--- src/rtl/spi_master.sv ---
// SPI bus master, mode 1 (CPOL=0, CPHA=1), MSB first.
// Bridges one AXI-stream tx word to one full-duplex SPI frame and returns the rx word.
module spi_master #(
   parameter int unsigned CLK_DIV  = 4,
   parameter int unsigned DATA_LEN = 8
) (
   input  logic                clk,
   input  logic                rst,
   input  logic [DATA_LEN-1:0] tx_tdata,
   input  logic                tx_tvalid,
   output logic                tx_tready,
   output logic [DATA_LEN-1:0] rx_tdata,
   output logic                rx_tvalid,
   input  logic                rx_tready,
   output logic                busy,
   output logic                spi_sclk,
   output logic                spi_mosi,
   input  logic                spi_miso,
   output logic                spi_cs_n
);

   localparam int unsigned DW = $clog2(CLK_DIV);
   localparam int unsigned CW = $clog2(DATA_LEN) + 1;
   localparam logic [DW-1:0] DIV_LOAD = DW'(CLK_DIV - 1);

   typedef enum logic [2:0] {
      S_IDLE,
      S_SETUP,
      S_HIGH,
      S_LOW,
      S_HOLD,
      S_GAP
   } state_t;

   state_t              state_q, state_d;
   logic [DW-1:0]       div_q, div_d;
   logic [CW-1:0]       cnt_q, cnt_d;
   logic [DATA_LEN-1:0] tx_shift_q, tx_shift_d;
   logic [DATA_LEN-1:0] rx_shift_q, rx_shift_d;
   logic [DATA_LEN-1:0] rx_data_q, rx_data_d;
   logic                rx_valid_q, rx_valid_d;
   logic                tx_ready_q, tx_ready_d;
   logic                busy_q, busy_d;
   logic                sclk_q, sclk_d;
   logic                mosi_q, mosi_d;
   logic                cs_n_q, cs_n_d;
   logic                div_done;
   logic                start;
   logic [CW-1:0]       cnt_inc;

   assign div_done = (div_q == '0);
   assign cnt_inc  = cnt_q + CW'(1);
   assign start    = tx_tvalid & tx_ready_q;

   always_ff @(posedge clk) begin
      if (rst) begin
         state_q    <= S_IDLE;
         div_q      <= '0;
         cnt_q      <= '0;
         tx_shift_q <= '0;
         rx_shift_q <= '0;
         rx_data_q  <= '0;
         rx_valid_q <= 1'b0;
         tx_ready_q <= 1'b1;
         busy_q     <= 1'b0;
         sclk_q     <= 1'b0;
         mosi_q     <= 1'b0;
         cs_n_q     <= 1'b1;
      end else begin
         state_q    <= state_d;
         div_q      <= div_d;
         cnt_q      <= cnt_d;
         tx_shift_q <= tx_shift_d;
         rx_shift_q <= rx_shift_d;
         rx_data_q  <= rx_data_d;
         rx_valid_q <= rx_valid_d;
         tx_ready_q <= tx_ready_d;
         busy_q     <= busy_d;
         sclk_q     <= sclk_d;
         mosi_q     <= mosi_d;
         cs_n_q     <= cs_n_d;
      end
   end

   always_comb begin
      state_d    = state_q;
      div_d      = div_q;
      cnt_d      = cnt_q;
      tx_shift_d = tx_shift_q;
      rx_shift_d = rx_shift_q;
      rx_data_d  = rx_data_q;
      rx_valid_d = rx_valid_q;
      busy_d     = busy_q;
      sclk_d     = sclk_q;
      mosi_d     = mosi_q;
      cs_n_d     = cs_n_q;

      if (rx_valid_q && rx_tready) begin
         rx_valid_d = 1'b0;
      end

      if (state_q != S_IDLE) begin
         div_d = div_done ? DIV_LOAD : div_q - DW'(1);
      end

      if (div_done) begin
         case (state_q)
            S_SETUP: begin
               sclk_d  = 1'b1;
               state_d = S_HIGH;
            end
            S_HIGH: begin
               sclk_d     = 1'b0;
               rx_shift_d = {rx_shift_q[DATA_LEN-2:0], spi_miso};
               cnt_d      = cnt_inc;
               state_d    = (cnt_inc == CW'(DATA_LEN)) ? S_HOLD : S_LOW;
            end
            S_LOW: begin
               sclk_d     = 1'b1;
               tx_shift_d = {tx_shift_q[DATA_LEN-2:0], 1'b0};
               mosi_d     = tx_shift_q[DATA_LEN-2];
               state_d    = S_HIGH;
            end
            S_HOLD: begin
               cs_n_d     = 1'b1;
               mosi_d     = 1'b0;
               rx_data_d  = rx_shift_q;
               rx_valid_d = 1'b1;
               state_d    = S_GAP;
            end
            S_GAP: begin
               busy_d  = 1'b0;
               state_d = S_IDLE;
            end
            default: ;
         endcase
      end

      // Accept also on the last GAP cycle so back-to-back frames keep cs_n high for exactly CLK_DIV cycles.
      if (start) begin
         tx_shift_d = tx_tdata;
         rx_shift_d = '0;
         cnt_d      = '0;
         busy_d     = 1'b1;
         cs_n_d     = 1'b0;
         sclk_d     = 1'b0;
         mosi_d     = tx_tdata[DATA_LEN-1];
         div_d      = DIV_LOAD;
         state_d    = S_SETUP;
      end

      tx_ready_d = ~rx_valid_d &
                   ((state_d == S_IDLE) || ((state_d == S_GAP) && (div_d == '0)));
   end

   assign tx_tready = tx_ready_q;
   assign rx_tdata  = rx_data_q;
   assign rx_tvalid = rx_valid_q;
   assign busy      = busy_q;
   assign spi_sclk  = sclk_q;
   assign spi_mosi  = mosi_q;
   assign spi_cs_n  = cs_n_q;

endmodule

--- config.mk ---
export PLATFORM = sky130hd
export DESIGN_NAME = spi_master
export DESIGN_NICKNAME = d
export VERILOG_FILES = /design/src/rtl/spi_master.sv
export SDC_FILE = /design/constraint.sdc
export NUM_CORES = 1
export LEC_CHECK = 0
export ABC_AREA = 1
export CORE_MARGIN = 10
export CORE_UTILIZATION = 54
export CTS_BUF_LIST = sky130_fd_sc_hd__clkbuf_2
export CTS_CLUSTER_DIAMETER = 120
export DETAILED_ROUTE_END_ITERATION = 16
export GPL_TIMING_DRIVEN = 0
export PLACE_DENSITY = 0.77
export SYNTH_ARGS = -nofsm -noshare
export SYNTH_HDL_FRONTEND = slang
export SYNTH_SLANG_ARGS = --single-unit
--- constraint.sdc ---
create_clock -name clk -period 1.65 [get_ports clk]
set_input_delay 0.33 -clock clk [delete_from_list [all_inputs] [get_ports clk]]
set_output_delay 0.33 -clock clk [all_outputs]
set_load 0.005 [all_outputs]
Yosys cells after proc, flatten, opt, wreduce, memory -nomap -nowiden:

Index checks and enable logic that the tools add are counted.

* equality and inequality tests: 7
* add/subtract/negate cells: 2
* muxes and demuxes: 23
* reduce and logical (&&, ||, !) cells: 22
* bitwise logic cells: 3

Operators by type and width (number)
* $mux 7: 3
* $reduce_and 2->1: 7
* $pmux 3 s4: 1
* $mux 1: 11
* $reduce_bool 2->1: 5
* $eq 3x3->1 const B: 3
* $mux 3: 3
* $eq 3x2->1 const B: 2
* $mux 2: 3
* $reduce_bool 3->1: 2
* $add 4x1->4 const B: 1
* $eq 4x4->1 const B: 1
* $logic_not 2->1: 2
* $pmux 1 s2: 2
* $reduce_or 2->1: 2
* $eq 3x1->1 const B: 1
* $logic_not 3->1: 1
* $and 1x1->1: 2
* $logic_and 1x1->1: 2
* $sub 2x1->2 const B: 1
* $logic_or 1x1->1: 1
* $not 1->1: 1

* output and inout bits: 14
* logic and storage cells: 69
* flip-flop bits (word level): 38
* input bits: 13

Depth between registers and ports, before layout:

Gate-level depths: netlist of run 1.

* word-level depth: 10
* gate-level depth with buffers: 11
* mapped depth without buffers: 11

Least setup slack after synthesis of run 1:

Ideal clock, no wire load.

* path kind: register to register
* from: register div_q[0]
* to: register rx_shift_q[7]
* cell stages (with the launch flop): 8
* slack: 0.275 ns
* arrival: 1.259 ns
* data required time: 1.534 ns
* setup time: 0.116 ns
* clock period less this slack: 1.375 ns
* path buffers: 0
* path through: dfxtp_1 -> inv_1 -> ha_1 -> nand3_1 -> nor2_2 -> clkinv_1 -> nor2_1 -> nor2_1

* cells in the longest elaborated chain, start to end: 2

RTL lines
* start: declaration: line 36 `logic [DW-1:0] div_q, div_d;`
* start signal: assignment: line 71 `div_q <= div_d;`
* $logic_not 2->1: line 51 `assign div_done = (div_q == '0);`
* $reduce_and 2->1 (no line)
* end signal: assignment: line 74 `rx_shift_q <= rx_shift_d;`
* end: declaration: line 39 `logic [DATA_LEN-1:0] rx_shift_q, rx_shift_d;`

No other way between the ends.
A chain may end at the register's enable or synchronous reset.

Worst setup path after layout of run 1:

* from: register cs_n_q (netlist: spi_cs_n)
* to: output spi_cs_n

RTL lines
* start: declaration: line 46 `logic cs_n_q, cs_n_d;`
* start signal: assignment: line 81 `cs_n_q <= cs_n_d;`
* end: declaration: line 19 `output logic spi_cs_n`

No word-level cell between the ends.

==> results of run 1 <==
-- power groups by stage --
stage | clock, mW | combinational (mW) | sequential (mW)
6_report | 0.707 | 0.524 | 1.05
4_1_cts | 0.727 | 0.496 | 1.05
2_1_floorplan | 0 | 0.335 | 1.06
5_1_grt | 0.758 | 0.598 | 1.06
3_3_place_gp | 0 | 0.479 | 1.06
3_5_place_dp | 0 | 0.483 | 1.07
-- placed cells by master (no fill, tap or decap), types with 6 or more instances in the layout --
cell and instances:
a21oi_1 17, clkbuf_2 6, clkdlybuf4s50_1 21, dfxtp_1 26, dfxtp_2 12, inv_1 13
nand2_1 59, nand3_1 8, nor2_1 30, o21ai_0 16
-- cells by family after synthesis --
family	synth area share (%)
simple gates	27.7
compound gates	17.0
flops	46.8
buf+inv	6.39
fa+ha+maj	1.54
xor+xnor	0.539
-- metrics by stage --
| stage | instance area [sq um] | utilization (%) | instances | setup TNS [ns] | power (mW) |
|---|---|---|---|---|---|
| global placement | 1920 | 68.0 | 278 | -1.80 | 1.54 |
| global route | 2070 | 73.3 | 288 | -0.00141 | 2.42 |
| CTS | 2020 | 71.3 | 286 | 0 | 2.27 |
| floorplan | 1630 | - | 221 | 0 | 1.39 |
| finish | 2070 | 73.3 | 288 | 0 | 2.28 |
| detailed placement | 1920 | 68.0 | 278 | -1.97 | 1.55 |
-- worst min-delay path: stages (launching register included) --
cell and delay, ns:
dfxtp_1 0.34, nand2_1 0.06, a21oi_1 0.05
-- layer usage --
metal	vias up	share of wire (%)	track usage, %
li1	803	-	-
met1	676	46	18.3
met2	32	47	24.0
met3	9	5.0	5.52
met4	0	2.2	5.88
met5	-	0	0
-- worst paths after layout --
check / endpoint / start / slack [ns] / cells after the start
max: spi_cs_n / spi_cs_n$_SDFFE_PP1P_ / 0.06 / 1
max reg2reg: rx_shift_q[4]$_SDFFE_PP0P_ / div_q[0]$_SDFF_PP0_ / 0.17 / 7
min: rx_tdata[7]$_SDFFE_PP0P_ / rx_shift_q[7]$_SDFFE_PP0P_ / 0.46 / 2
min reg2reg: rx_tdata[7]$_SDFFE_PP0P_ / rx_shift_q[7]$_SDFFE_PP0P_ / 0.46 / 2
-- registers in the layout, indices dropped and copies added, names as in the netlist --
name,cells
rx_shift_q,8
rx_tdata,8
tx_shift_q,7
cnt_q,4
state_q,3
div_q,2
busy,1
rx_tvalid,1
spi_cs_n,1
spi_mosi,1
spi_sclk,1
tx_tready,1
-- cell type report --
cell class	count	area, sq um
Sequential cell	38	776
Multi-Input combinational cell	158	773
Fill cell	255	756
Timing Repair Buffer	28	288
Inverter	18	72.6
Clock inverter	3	63.8
Tap cell	31	38.8
Buffer	7	36.3
Clock buffer	5	25.0
-- what timing repair did --
| action | 4_1_cts | 5_1_grt |
|---|---|---|
| resized for setup | 4 | 17 |
| buffers inserted | 0 | 2 |
| endpoints found under the setup margin | 8 | 21 |
==> flow_metrics.env, run 1 <==
export IMPL_status="finished clean"
export IMPL_drtIter0Drc=100
export IMPL_clockBufferDepth=2
export IMPL_ys_seq_area_share_pct=46.8
export IMPL_grt_pass1_vias=1444
export IMPL_skew_ns=0.0150
export IMPL_viasPerCell=5.28
export IMPL_swShare_pct=29.0
export IMPL_antenna_found_initial=0
export IMPL_syn_area_per_cell_sq_um=7.35
export IMPL_routedWlPerCell_um=13.6
export IMPL_clock_latency_ns=0.39
export IMPL_criticalPathCategory="flop to output pin"
export IMPL_setup_viol=0
export IMPL_dp_slack_ns=-0.134
export IMPL_slew_headroom_pct=63.7
export IMPL_hold_worst_slack_ns=0.460
export IMPL_cp_data_required_time_ns=1.32
export IMPL_cts_clk_slew_worst_paths_ns=0.18
export IMPL_grt_start_max_net_pins=13
export IMPL_hp_class="flop to flop"
export IMPL_synth_most_common_cell="nand2_1"
export IMPL_slowest_stage="clkdlybuf4s50_1"
export IMPL_slew_viol_final=0
export IMPL_synth_top_area_share_pct=46.8
export IMPL_synthTopCellsByCount="nand2_1, dfxtp_1, nor2_1"
export IMPL_hold_buffers=0
export IMPL_max_cap_viol_count=0
export IMPL_p_clk_share_pct=31.0
export IMPL_end_kind="output pin"
export IMPL_cpLargestDelayFamily="buffers and inverters"
export IMPL_cpPeakStageDelay_ns=0.50
export IMPL_clock_sinks=38
export IMPL_start_util_pct=57.5
export IMPL_die_area_sq_mm=0.00560
export IMPL_hpwlAfterDp_um=2710
export IMPL_synth_edf_count=0
export IMPL_p_per_area_mw_per_mm2=1100
export IMPL_cts_tree="yes"
export IMPL_drtAntennaViolNets=0
export IMPL_synth_seq_cells=38
export IMPL_path_cells="clkdlybuf4s50_1"
export IMPL_ys_warnings_count=0
export IMPL_synth_area_leaders="dfxtp_1, nand2_1, nor2_1"
export IMPL_syn_area_sq_mm=0.00163
export IMPL_post_route_period_util_pct=96.3
export IMPL_row_count=19
export IMPL_grt_usage_pct=15.1
export IMPL_fmax_mhz=630
export IMPL_synth_distinct_cells=30
export IMPL_finalCriticalPeriod_ns=1.59
export IMPL_dr_total_vias=1520
export IMPL_antenna_cells=0
export IMPL_grt_pass1_wl_um=6560
export IMPL_dr_pass1_iters=4
export IMPL_die_y_um=74.9
export IMPL_gp_congestion=0.958
export IMPL_syn_inst=221
export IMPL_drive_gt1_share_pct=14.0
export IMPL_cp_data_arrival_time_ns=1.26
export IMPL_seq_power_share_pct=46.1
export IMPL_area_growth_pct=27.6
export IMPL_hold_viol=0
export IMPL_crit_fanout=2
export IMPL_synth_largest_area_cell="dfxtp_1"
export IMPL_synth_ff_type="dfxtp_1"
export IMPL_grt_overflow_total=0
export IMPL_leakage_nw=0.938
export IMPL_drc=0
export IMPL_tightest_slew_ns=0.544
export IMPL_syn_nets=236
export IMPL_ys_async_sr_fraction_pct=0
export IMPL_setup_ws_ns=0.0618
export IMPL_ios=27
export IMPL_io_buffers=26
export IMPL_peakVddDrop_mv=0.873
export IMPL_core_area_sq_mm=0.00283
export IMPL_numCtsBuffers=5
export IMPL_cts_root_buf="clkbuf_2"
export IMPL_ctsHtreeMaxLevel=2
export IMPL_crit_buf_inv=1
export IMPL_fin_nets=271
export IMPL_drt_wl_total_um=3930
export IMPL_die_w_um=74.9
export IMPL_p_int_mw=1.62
export IMPL_power_share_combinational_pct=22.9
export IMPL_switching_power_mw=0.662
export IMPL_startpoint_type="flop"
Power figures use the tool's default switching activity.
==> inputs of run 2 (changes only) <==
--- a/config.mk
+++ b/config.mk
@@ -13,6 +13,7 @@
 export DETAILED_ROUTE_END_ITERATION = 16
 export GPL_TIMING_DRIVEN = 0
 export PLACE_DENSITY = 0.77
+export SETUP_SLACK_MARGIN = 0.05
 export SYNTH_ARGS = -nofsm -noshare
 export SYNTH_HDL_FRONTEND = slang
 export SYNTH_SLANG_ARGS = --single-unit
==> run 2 against run 1 <==
  * Register-to-register slack gained 0.02 ns
  * Flip-flop and latch count unchanged
  * Critical path type is now flop to flop
  * Highest routed layer unchanged
  * Global-route usage rose by 0.14 points
  * Final area increased by 0.30%
  * Total power rose by 0.28%
  * Count of clock-buffer cells in the layout did not move
  * Maximum frequency increased by 9.0%
  * Worst hold slack lost 0.0042 ns
  * Core utilization is 0.22 points higher
  * Setup slack better by 0.13 ns
==> flow_metrics.env, run 2 (synthesis results as in run 1) <==
export IMPL_setup_viol=0
export IMPL_hold_buffers=0
export IMPL_gp_congestion=0.958
export IMPL_die_y_um=74.9
export IMPL_final_cell_area_sq_mm=0.00208
export IMPL_clock_latency_ns=0.39
export IMPL_dr_pass1_iters=4
export IMPL_end_kind="flop"
export IMPL_cp_endpoint="tx_tready$_SDFF_PP1_"
export IMPL_final_cell_mix="nand2_1, nor2_1, dfxtp_1"
export IMPL_area_growth_pct=27.9
export IMPL_grt_start_max_net_pins=13
export IMPL_r2r_end="tx_tready$_SDFF_PP1_"
export IMPL_final_cells=289
export IMPL_antenna_found_initial=0
export IMPL_p_per_area_mw_per_mm2=1100
export IMPL_criticalPathCategory="flop to flop"
export IMPL_cts_root_buf="clkbuf_2"
export IMPL_max_cap_viol_count=0
export IMPL_rr_startpoint="state_q[1]$_SDFF_PP0_"
export IMPL_setup_tns_final_ns=0
export IMPL_ios=27
export IMPL_clockBufferDepth=2
export IMPL_hp_start="rx_shift_q[7]$_SDFFE_PP0P_"
export IMPL_slew_viol_final=0
export IMPL_slew_headroom_pct=64.6
export IMPL_numCtsBuffers=5
export IMPL_peakVddDrop_mv=0.871
export IMPL_hold_viol=0
export IMPL_clock_sinks=38
export IMPL_drc=0
export IMPL_crit_fanout=10
export IMPL_rrSetupSlack_ns=0.19
export IMPL_hold_worst_slack_ns=0.456
export IMPL_leakage_nw=0.955
export IMPL_crit_start="state_q[1]$_SDFF_PP0_"
export IMPL_routedWlPerCell_um=13.6
export IMPL_mostFrequentLayoutCell="nand2_1"
export IMPL_hold_depth=2
export IMPL_status="finished clean"
export IMPL_hpwlAfterDp_um=2710
export IMPL_dp_slack_ns=-0.134
export IMPL_cts_clk_slew_worst_paths_ns=0.19
export IMPL_grt_usage_pct=15.3
export IMPL_startpoint_type="flop"
export IMPL_hp_class="flop to flop"
export IMPL_antenna_cells=0
export IMPL_io_buffers=26
export IMPL_drtIter0Drc=83
export IMPL_p_total_mw=2.29
export IMPL_die_w_um=74.9
export IMPL_drive_gt1_share_pct=17.4
export IMPL_cp_data_arrival_time_ns=1.76
export IMPL_rsz0062_at_grt="yes"
export IMPL_setup_ws_ns=0.193
export IMPL_fill_cells=251
export IMPL_grt_pass1_vias=1486
export IMPL_viasPerCell=5.33
export IMPL_finalCriticalPeriod_ns=1.46
export IMPL_cts_tree="yes"
export IMPL_fin_nets=272
export IMPL_dp_cells=278
export IMPL_rr_worst_depth=6
export IMPL_drtAntennaViolNets=0
export IMPL_post_route_period_util_pct=88.3
export IMPL_ctsHtreeMaxLevel=2
export IMPL_fmax_mhz=686
export IMPL_row_count=19
export IMPL_grt_pass1_wl_um=6620
export IMPL_drt_wl_total_um=3930
export IMPL_start_util_pct=57.5
export IMPL_skew_ns=0.0146
export IMPL_core_area_sq_mm=0.00283
export IMPL_grt_overflow_total=0
export IMPL_tightest_slew_ns=0.531
export IMPL_dpl_cell_area_sq_mm=0.00192
export IMPL_cp_data_required_time_ns=1.95
export IMPL_final_util_pct=73.5
export IMPL_die_area_sq_mm=0.00560
export IMPL_dr_total_vias=1541
run 2: metal layers:
layer	part of all wire [%]	track usage, %	vias up	wire length (um)
li1	-	-	803	-
met1	45	18.0	689	1770
met2	48	24.3	39	1890
met3	4.6	5.52	10	180
met4	2.4	6.93	0	93
met5	0	0	-	0
run 2: timing repair:
item | CTS | global route
endpoints found under the setup margin | 24 | 24
setup buffers | 3 | 0
resized for setup | 26 | 14
run 2: area by class of cell:
class                      count  area, sq um  share of cell area (%)
tap                           31         38.8                    1.87
clock inverter                 3         63.8                    3.07
buffer                         7         38.8                    1.87
timing repair buffer          29          277                    13.3
multi-input combinational    158          782                    37.6
inverter                      18         72.6                    3.49
clock buffer                   5         25.0                    1.20
sequential                    38          782                    37.6
run 2: worst min path at each step:
stage / end / slack, ns
2_1_floorplan: rx_tdata[7]$_SDFFE_PP0P_ / 0.44
3_5_place_dp: rx_tdata[7]$_SDFFE_PP0P_ / 0.46
5_1_grt: rx_shift_q[0]$_SDFFE_PP0P_ / 0.48
6_report: rx_tdata[7]$_SDFFE_PP0P_ / 0.46
4_1_cts: rx_shift_q[0]$_SDFFE_PP0P_ / 0.47
3_3_place_gp: rx_tdata[7]$_SDFFE_PP0P_ / 0.45
run 2: worst max-delay path: stages, from the launching register on:
cell and delay, ns:
dfxtp_1 0.42, nor2_2 0.21, nand3_2 0.27, o21ai_0 0.23, a21oi_1 0.07, nand3_1 0.10
nand2_1 0.06
run 2: report_power, final:
group          total, mW  leakage [nW]  switching (mW)  internal [mW]
Clock              0.709        0.0506           0.305          0.404
Sequential          1.05         0.317          0.0518          0.998
Combinational      0.529         0.587           0.313          0.216
==> inputs of run 3 (changes only) <==
--- a/config.mk
+++ b/config.mk
@@ -6,6 +6,7 @@
 export NUM_CORES = 1
 export LEC_CHECK = 0
 export ABC_AREA = 1
+export CORE_ASPECT_RATIO = 0.5
 export CORE_MARGIN = 10
 export CORE_UTILIZATION = 54
 export CTS_BUF_LIST = sky130_fd_sc_hd__clkbuf_2
==> run 3 against run 2 <==
  * Die area increased by 2.4%
  * Final area fell by 1.8%
  * Largest power group unchanged
  * First-iteration DRC count increased by 23%
  * Routed wire length fell by 1.0%
  * Largest cell class is now multi-input combinational cells
==> flow_metrics.env, run 3 (synthesis results as in run 1) <==
export IMPL_status="finished clean"
export IMPL_rsz0062_at_grt="no"
export IMPL_post_route_period_util_pct=90.8
export IMPL_final_cells=294
export IMPL_ios=27
export IMPL_startpoint_type="flop"
export IMPL_criticalPathCategory="flop to flop"
export IMPL_cp_data_arrival_time_ns=1.83
export IMPL_peakVddDrop_mv=0.682
export IMPL_slew_viol_final=0
export IMPL_seq_area_sq_um=778
export IMPL_hp_class="flop to flop"
export IMPL_clock_sinks=38
export IMPL_final_cell_mix="nand2_1, nor2_1, dfxtp_1"
export IMPL_setup_viol=0
export IMPL_die_w_um=97.6
export IMPL_finalCriticalPeriod_ns=1.50
export IMPL_grt_start_max_net_pins=14
export IMPL_skew_ns=0.0249
export IMPL_clockBufferDepth=2
export IMPL_io_buffers=26
export IMPL_area_growth_pct=25.6
export IMPL_cts_root_buf="clkbuf_2"
export IMPL_dr_total_vias=1555
export IMPL_hpwlAfterDp_um=2750
export IMPL_end_kind="flop"
export IMPL_fmax_mhz=667
export IMPL_viasPerCell=5.29
export IMPL_drt_wl_total_um=3890
export IMPL_cp_data_required_time_ns=1.98
export IMPL_antenna_found_initial=0
export IMPL_grt_overflow_total=0
export IMPL_die_area_sq_mm=0.00574
export IMPL_clock_latency_ns=0.41
export IMPL_p_per_area_mw_per_mm2=1050
export IMPL_grt_pass1_vias=1388
export IMPL_start_util_pct=59.5
export IMPL_antenna_cells=0
export IMPL_rrSetupSlack_ns=0.15
export IMPL_multi_input_area_sq_um=782
export IMPL_hold_viol=0
export IMPL_tightest_slew_ns=0.528
export IMPL_final_util_pct=74.7
export IMPL_grt_pass1_wl_um=6330
export IMPL_fill_cells=235
export IMPL_hold_worst_slack_ns=0.449
export IMPL_dp_cells=284
export IMPL_fin_nets=271
export IMPL_numCtsBuffers=5
export IMPL_grt_usage_pct=13.3
export IMPL_dr_pass1_iters=4
export IMPL_drc=0
export IMPL_drtIter0Drc=102
export IMPL_drtAntennaViolNets=0
export IMPL_core_area_sq_mm=0.00273
export IMPL_row_count=13
export IMPL_gp_congestion=0.845
export IMPL_leakage_nw=0.884
export IMPL_drive_gt1_share_pct=16.0
export IMPL_cts_clk_slew_worst_paths_ns=0.22
export IMPL_cts_tree="yes"
export IMPL_setup_tns_final_ns=0
export IMPL_mostFrequentLayoutCell="nand2_1"
export IMPL_max_cap_viol_count=0
export IMPL_ctsHtreeMaxLevel=2
export IMPL_die_y_um=58.8
export IMPL_slew_headroom_pct=64.8
export IMPL_routedWlPerCell_um=13.2
export IMPL_crit_fanout=10
[run 3: repair_timing]
item / 4_1_cts / 5_1_grt
hold endpoints to repair: 0 / 0
setup endpoints to repair: 24 / 22
setup buffers: 1 / 0
hold buffers: 0 / 0
resized for setup: 30 / 6
gates cloned: 0 / 1
[run 3: final cells by class]
type | count | area share, %
timing repair buffer | 27 | 12.3
clock buffer | 5 | 1.23
buffer | 7 | 1.84
tap | 37 | 2.27
inverter | 18 | 3.55
sequential | 38 | 38.1
multi-input combinational | 158 | 38.3
clock inverter | 3 | 2.21
timing repair inverter | 1 | 0.245
[run 3: power by group]
part	switching, mW	total [mW]	leakage (nW)	internal (mW)
Clock	0.331	0.586	0.0352	0.255
Combinational	0.304	0.510	0.533	0.206
Sequential	0.0525	1.05	0.315	0.998
[run 3: final timing paths]
| kind | startpoint | end | depth (start not counted) |
|---|---|---|---|
| worst min-delay path | rx_shift_q[7]$_SDFFE_PP0P_ | rx_tdata[7]$_SDFFE_PP0P_ | 2 |
| worst min register to register | rx_shift_q[7]$_SDFFE_PP0P_ | rx_tdata[7]$_SDFFE_PP0P_ | 2 |
| worst max-delay path | div_q[0]$_SDFF_PP0_ | rx_shift_q[7]$_SDFFE_PP0P_ | 7 |
| worst max register to register | div_q[0]$_SDFF_PP0_ | rx_shift_q[7]$_SDFFE_PP0P_ | 7 |
[run 3: layer usage]
metal | wire length, um | track usage [%] | share of wire [%]
met4 | 27 | 3.70 | 0.69
met1 | 1830 | 15.7 | 47
met5 | 0 | 0 | 0
met3 | 313 | 5.70 | 8.0
met2 | 1720 | 21.7 | 44
[run 3: stage by stage]
stage / setup slack [ns] / total power, mW / instance area, sq um
finish: 0.151 / 2.15 / 2040
global route: 0.0461 / 2.26 / 2040
detailed placement: -0.152 / 1.55 / 1930
global placement: -0.140 / 1.54 / 1930
floorplan: 0.275 / 1.39 / 1630
CTS: 0.0506 / 2.13 / 2020
[run 3: worst max-delay path, cell delays in order (launching register included)]
cell and delay (ns):
dfxtp_1 0.36, inv_1 0.11, ha_4 0.18, nand3_1 0.15, nor2_4 0.19, buf_2 0.22
o21ai_0 0.09, nor2_1 0.12
